### src/rtl/serial_frame_rx_if.sv
`default_nettype none
// ============================================================================
// serial_frame_rx_if : serial line in, deframed word and status out
// Optional ErrCnt port follows SERIAL_RX_ERRCNT_EN.       Rev 1.0
// ============================================================================
interface serial_frame_rx_if #(
    parameter int DATA_W = 4
);
    logic              SerialDin;
    logic [DATA_W-1:0] ParallelDout;
    logic              DoutValid;
    logic              ParityErr;
    logic              FrameErr;
    logic              Busy;
`ifdef SERIAL_RX_ERRCNT_EN
    logic [7:0]        ErrCnt;

    modport master (output SerialDin,
                    input  ParallelDout, DoutValid, ParityErr, FrameErr, Busy, ErrCnt);
    modport slave  (input  SerialDin,
                    output ParallelDout, DoutValid, ParityErr, FrameErr, Busy, ErrCnt);
`else
    modport master (output SerialDin,
                    input  ParallelDout, DoutValid, ParityErr, FrameErr, Busy);
    modport slave  (input  SerialDin,
                    output ParallelDout, DoutValid, ParityErr, FrameErr, Busy);
`endif
endinterface
`default_nettype wire

### src/rtl/serial_frame_rx.sv
`default_nettype none
// ============================================================================
// serial_frame_rx : start / DATA_W bits MSB first / even parity / stop=0 deframer
// Optional saturating error counter under SERIAL_RX_ERRCNT_EN.   Rev 1.0
// ============================================================================
module serial_frame_rx #(
    parameter int DATA_W = 4,
    parameter int CNT_W  = 3
) (
    input  wire logic         Clk,
    input  wire logic         Rst_n,
    serial_frame_rx_if.slave  rx
);
    localparam logic [1:0]       c_IDLE   = 2'd0;
    localparam logic [1:0]       c_DATA   = 2'd1;
    localparam logic [1:0]       c_PARITY = 2'd2;
    localparam logic [1:0]       c_STOP   = 2'd3;
    localparam logic [CNT_W-1:0] c_LAST   = CNT_W'(DATA_W - 1);

    logic [1:0]        state_q, state_d;
    logic [DATA_W-1:0] shift_q;
    logic [CNT_W-1:0]  cnt_q;
    logic              par_q;
    logic [DATA_W-1:0] dout_q;
    logic              valid_q, perr_q, ferr_q, busy_q;

    logic              w_start, w_shift, w_par_en, w_stop;
    logic              w_perr, w_ferr;

    always_ff @(posedge Clk or negedge Rst_n) begin
        if (!Rst_n) state_q <= c_IDLE;
        else        state_q <= state_d;
    end

    always_comb begin
        state_d = state_q;
        case (state_q)
            c_IDLE:   if (rx.SerialDin)     state_d = c_DATA;
            c_DATA:   if (cnt_q == c_LAST)  state_d = c_PARITY;
            c_PARITY:                       state_d = c_STOP;
            c_STOP:                         state_d = c_IDLE;
            default:                        state_d = c_IDLE;
        endcase
    end

    always_comb begin
        w_start  = (state_q == c_IDLE) && rx.SerialDin;
        w_shift  = (state_q == c_DATA);
        w_par_en = (state_q == c_PARITY);
        w_stop   = (state_q == c_STOP);
        // Even parity over data plus P must be 0; the stop bit must be 0.
        w_perr   = (^shift_q) ^ par_q;
        w_ferr   = rx.SerialDin;
    end

    always_ff @(posedge Clk or negedge Rst_n) begin
        if (!Rst_n) begin
            shift_q <= '0;
            cnt_q   <= '0;
            par_q   <= 1'b0;
            dout_q  <= '0;
            valid_q <= 1'b0;
            perr_q  <= 1'b0;
            ferr_q  <= 1'b0;
            busy_q  <= 1'b0;
        end else begin
            valid_q <= 1'b0;
            busy_q  <= (state_d != c_IDLE);
            if (w_start) cnt_q <= '0;
            if (w_shift) begin
                shift_q <= {shift_q[DATA_W-2:0], rx.SerialDin};
                cnt_q   <= cnt_q + 1'b1;
            end
            if (w_par_en) par_q <= rx.SerialDin;
            if (w_stop) begin
                dout_q  <= shift_q;
                perr_q  <= w_perr;
                ferr_q  <= w_ferr;
                valid_q <= 1'b1;
            end
        end
    end

`ifdef SERIAL_RX_ERRCNT_EN
    logic [7:0] errcnt_q;

    always_ff @(posedge Clk or negedge Rst_n) begin
        if (!Rst_n)
            errcnt_q <= 8'd0;
        else if (w_stop && (w_perr || w_ferr) && (errcnt_q != 8'hFF))
            errcnt_q <= errcnt_q + 8'd1;
    end

    assign rx.ErrCnt = errcnt_q;
`endif

    assign rx.ParallelDout = dout_q;
    assign rx.DoutValid    = valid_q;
    assign rx.ParityErr    = perr_q;
    assign rx.FrameErr     = ferr_q;
    assign rx.Busy         = busy_q;

endmodule
`default_nettype wire

### src/flat_wrapper.sv
// flat-port wrapper written by rule: the top's interface ports become plain ports
module serial_frame_rx_flat 
#(
    parameter int DATA_W = 4,
    parameter int CNT_W  = 3
)
  (Clk, Rst_n, rx_SerialDin, rx_ParallelDout, rx_DoutValid, rx_ParityErr, rx_FrameErr, rx_Busy);
  serial_frame_rx_if #(.DATA_W(DATA_W)) rx_i ();
  input  wire logic Clk;
  input  wire logic Rst_n;
  input wire logic [$bits(rx_i.SerialDin)-1:0] rx_SerialDin;
  output wire logic [$bits(rx_i.ParallelDout)-1:0] rx_ParallelDout;
  output wire logic [$bits(rx_i.DoutValid)-1:0] rx_DoutValid;
  output wire logic [$bits(rx_i.ParityErr)-1:0] rx_ParityErr;
  output wire logic [$bits(rx_i.FrameErr)-1:0] rx_FrameErr;
  output wire logic [$bits(rx_i.Busy)-1:0] rx_Busy;
  assign rx_i.SerialDin = rx_SerialDin;
  assign rx_ParallelDout = rx_i.ParallelDout;
  assign rx_DoutValid = rx_i.DoutValid;
  assign rx_ParityErr = rx_i.ParityErr;
  assign rx_FrameErr = rx_i.FrameErr;
  assign rx_Busy = rx_i.Busy;
  serial_frame_rx #(.DATA_W(DATA_W), .CNT_W(CNT_W)) u_core (.Clk(Clk), .Rst_n(Rst_n), .rx(rx_i));
endmodule
### config.mk
export PLATFORM = sky130hd
export DESIGN_NAME = serial_frame_rx_flat
export DESIGN_NICKNAME = d
export VERILOG_FILES = /design/src/rtl/serial_frame_rx_if.sv /design/src/rtl/serial_frame_rx.sv /design/src/flat_wrapper.sv
export SDC_FILE = /design/constraint.sdc
export NUM_CORES = 1
export LEC_CHECK = 0
export ABC_AREA = 1
export BUFFER_PORTS_ARGS = -buffer_cell sky130_fd_sc_hd__buf_2
export CAP_MARGIN = 20
export CORE_MARGIN = 10
export CORE_UTILIZATION = 57
export CTS_CLUSTER_DIAMETER = 100
export DETAILED_ROUTE_END_ITERATION = 8
export MAX_ROUTING_LAYER = met4
export PLACE_DENSITY = 0.91
export SETUP_SLACK_MARGIN = 0.4
export SLEW_MARGIN = 15
export SYNTH_ARGS = -nofsm -noshare
export SYNTH_HDL_FRONTEND = slang
export SYNTH_SLANG_ARGS = --single-unit
### constraint.sdc
create_clock -name Clk -period 2.1 [get_ports Clk]
set_input_delay 0.63 -clock Clk [delete_from_list [all_inputs] [get_ports Clk]]
set_output_delay 0.63 -clock Clk [all_outputs]
set_load 0.01 [all_outputs]
==> results_dict.tcl <==
set metrics [dict create \
    result_of_the_run "completed" \
    setup.worst_path.start "u_core.rx.ParityErr" \
    critical_path_type "flip-flop to output port" \
    use_met3_pct 3.319 \
    clock_power_share_pct 14.6 \
    synth_fp_nets 89 \
    critical_path.startpoint_type "flip-flop" \
    post_synth_num_cell_types 16 \
    dpl.cell_count 107 \
    cp_num_cells 1 \
    r2r_setup_slack_ns 0.98 \
    post_synth.cell_area_avg_um2 9.414 \
    cts_max_path_buffers 2 \
    drv_slew 0 \
    core-area_mm2 0.001301 \
    regToRegEndpoint "u_core.rx.Busy" \
    die_x_um 57.25 \
    final.fill_count 98 \
    ys_async_sr_fraction_pct 100.0 \
    rsz_0062_raised_after_global_routing "false" \
    io_pins 11 \
    grt_start_max_net_pins 19 \
    instances_no_fill 111 \
    rr_startpoint "u_core.cnt_q[0]" \
    cts-buffers-inserted 3 \
    cellLeakagePower_nw 0.4633 \
    cts_tree "yes" \
    r2r_cells 4 \
    required_ns 1.47 \
    routed-via-count 585 \
    netSwitchingFraction_pct 40.87 \
    grt.met2_usage_pct 15.19 \
    synth.cells.most_frequent "sky130_fd_sc_hd__nand2_1 (23), sky130_fd_sc_hd__dfrtp_1 (18), sky130_fd_sc_hd__nand3_1 (8)" \
    drc_violations_left 0 \
    cp_slowest_cell "sky130_fd_sc_hd__dfrtp_1" \
    grtUsageMet1_pct 10.70 \
    critPathArrivalTime_ns 0.83 \
    power_density_mw_per_mm2 1662 \
    crit_path_cell_trace "buf_2" \
    detailedRoute.firstPassIterationCount 4 \
    vias_per_cell 5.270 \
    layout-drive-gt1-share_pct 21.88 \
    hp-class "primary input to async pin" \
    critical_path_buffers_and_inverters 1 \
    post_cts_resized 0 \
    max_slew.worst_pin.slew_ns 0.3841 \
    synth_edf_count 0 \
    synth_instances 84 \
    finalHoldWorstSlack_ns 0.2295 \
    grt_use_total_pct 9.995 \
    synth_top_area_cell "sky130_fd_sc_hd__dfrtp_1" \
    std_cell_rows 13 \
    slew-limit-headroom_pct 74.39 \
    maxCapViolCount 0 \
    port_buffers 10 \
    first_global_vias 563 \
    ir_worst_vdd_uv 796.8 \
    total_switching_power_mw 0.5931 \
    antenna_violations_before_repair 0 \
    p_int_mw 0.8582 \
    post-route-min-period_ns 1.464 \
    postCtsSetupRepairBufs 0 \
    share_seq_of_total_power_pct 44.5 \
    gr-max-usage-layer "met2" \
    synthMostInstantiatedCell "sky130_fd_sc_hd__nand2_1" \
    clk-insertion-delay-late_ns 0.30 \
    routedWlPerCell_um 12.69 \
    cp_slowest_stage_delay_ns 0.39 \
    dp_hpwl_mm 1.066 \
    maximum_level_of_the_cts_h_tree 1 \
    synth_seq_cells 18 \
    ys_warn_count 0 \
    final_nets 102 \
    finalSetupTns_ns 0 \
    die_footprint_mm2 0.003277 \
    antenna_cells_inserted 0 \
    synth_ff_type "sky130_fd_sc_hd__dfrtp_1" \
    synth-seq-area-share_pct 56.96 \
    global_route.overflow_total 0 \
    initial_utilization_pct 60.77 \
    wl_mm 1.409 \
    total_power_mw 1.451 \
    crit_path_max_fanout 2 \
    grt_first_pass_wirelength_mm 2.497 \
    globalplace.congestion 0.7265 \
    post_synth_main_area_contributors "sky130_fd_sc_hd__dfrtp_1 (57%), sky130_fd_sc_hd__nand2_1 (11%), sky130_fd_sc_hd__nand3_1 (5.1%), sky130_fd_sc_hd__o21ai_0 (4.4%), sky130_fd_sc_hd__inv_1 (3.3%)" \
    setup_viol 0 \
    drtAntennaViolNets 0 \
    syn2layout_area_growth_pct 10.44 \
    finClkSkew_ns 0.005508 \
    upper_clock_frequency_limit_ghz 0.6829 \
    cts_sinks 18 \
    synth_top_area_share_pct 56.96 \
    die_h_um 57.25 \
    cp-end-kind "output port" \
    worstSetupEndpoint "rx_ParityErr" \
    share_comb_of_total_power_pct 40.9 \
    critPathTopFamily "flip-flops" \
    hold_buffers 0 \
    hold_viol_final 0 \
    root_buffer "sky130_fd_sc_hd__clkbuf_4" \
    first_iter_violations 25 \
    syn-cell-area_um2 790.8 \
    fin_util_pct 67.12 \
    final.period_utilization_pct 69.73 \
    cts.reportedPaths.clkPinSlew_ns 0.10 \
]
worst min path at each step:
stage	slack [ns]	end	cells after the start	start
after floorplan	0.33	u_core.cnt_q[0]	0	Rst_n
after global placement	0.46	u_core.rx.ParityErr	2	u_core.rx.ParityErr
after detailed placement	0.48	u_core.rx.ParallelDout[2]	2	u_core.rx.ParallelDout[2]
after CTS	0.24	u_core.par_q	1	Rst_n
after global routing	0.24	u_core.rx.Busy	1	Rst_n
final	0.23	u_core.par_q	1	Rst_n
routing by layer:
layer  share of wire (%)  wire [um]  vias to the layer above
met5                   0          0                        -
met4                 3.1         44                        0
met3                 4.8         68                        5
met2                  48        679                        9
met1                  44        617                      274
li1                    -          -                      297
cell type report:
cell class / instances / area (um^2) / area share [%]
Clock buffer: 4 / 36.28 / 4.155
Multi-Input combinational cell: 54 / 280.3 / 32.09
Sequential cell: 18 / 450.4 / 51.58
Tap cell: 15 / 18.77 / 2.149
Timing Repair Buffer: 10 / 50.05 / 5.731
Inverter: 10 / 37.54 / 4.298
sequential cells by signal (all words and copies together) (netlist names):
signal / count
u_core.cnt_q: 3
u_core.par_q: 1
u_core.rx.Busy: 1
u_core.rx.DoutValid: 1
u_core.rx.FrameErr: 1
u_core.rx.ParallelDout: 4
u_core.rx.ParityErr: 1
u_core.shift_q: 4
u_core.state_q: 2
power by group through the flow:
stage	Combinational, mW	Clock (mW)	Sequential (mW)
3_5_place_dp	0.603	0	0.651
5_1_grt	0.695	0.234	0.666
2_1_floorplan	0.443	0	0.649
3_3_place_gp	0.564	0	0.638
6_report	0.594	0.211	0.646
4_1_cts	0.610	0.217	0.646
logic make-up (layout without fill, tap and decap cells):
family	after synthesis	count (layout)	share of synthesized area, %
simple gates	36	36	20.10
xor+xnor	2	2	2.216
compound gates	14	14	9.968
fa+ha+maj	2	2	3.164
buf+inv	12	24	7.595
flops	18	18	56.96
through the flow:
stage	cell area (um^2)	worst slack [ns]
detailed placement	837.1	0.9524
global route	873.3	0.5898
global placement	837.1	0.9791
CTS	873.3	0.6143
floorplan	790.8	1.064
finish	873.3	0.6357
cells in the final DEF (no fill, tap or decap), drive strengths merged:
master	Yosys	layout
inv	10	10
o21ai	13	13
xnor2	1	1
nand3b	1	1
xor2	1	1
nand2	26	26
dfrtp	18	18
ha	2	2
a32o	1	1
nand3	8	8
buf	2	10
nand4	1	1
clkbuf	0	4
No activity file was read; power rests on OpenSTA's default activity.
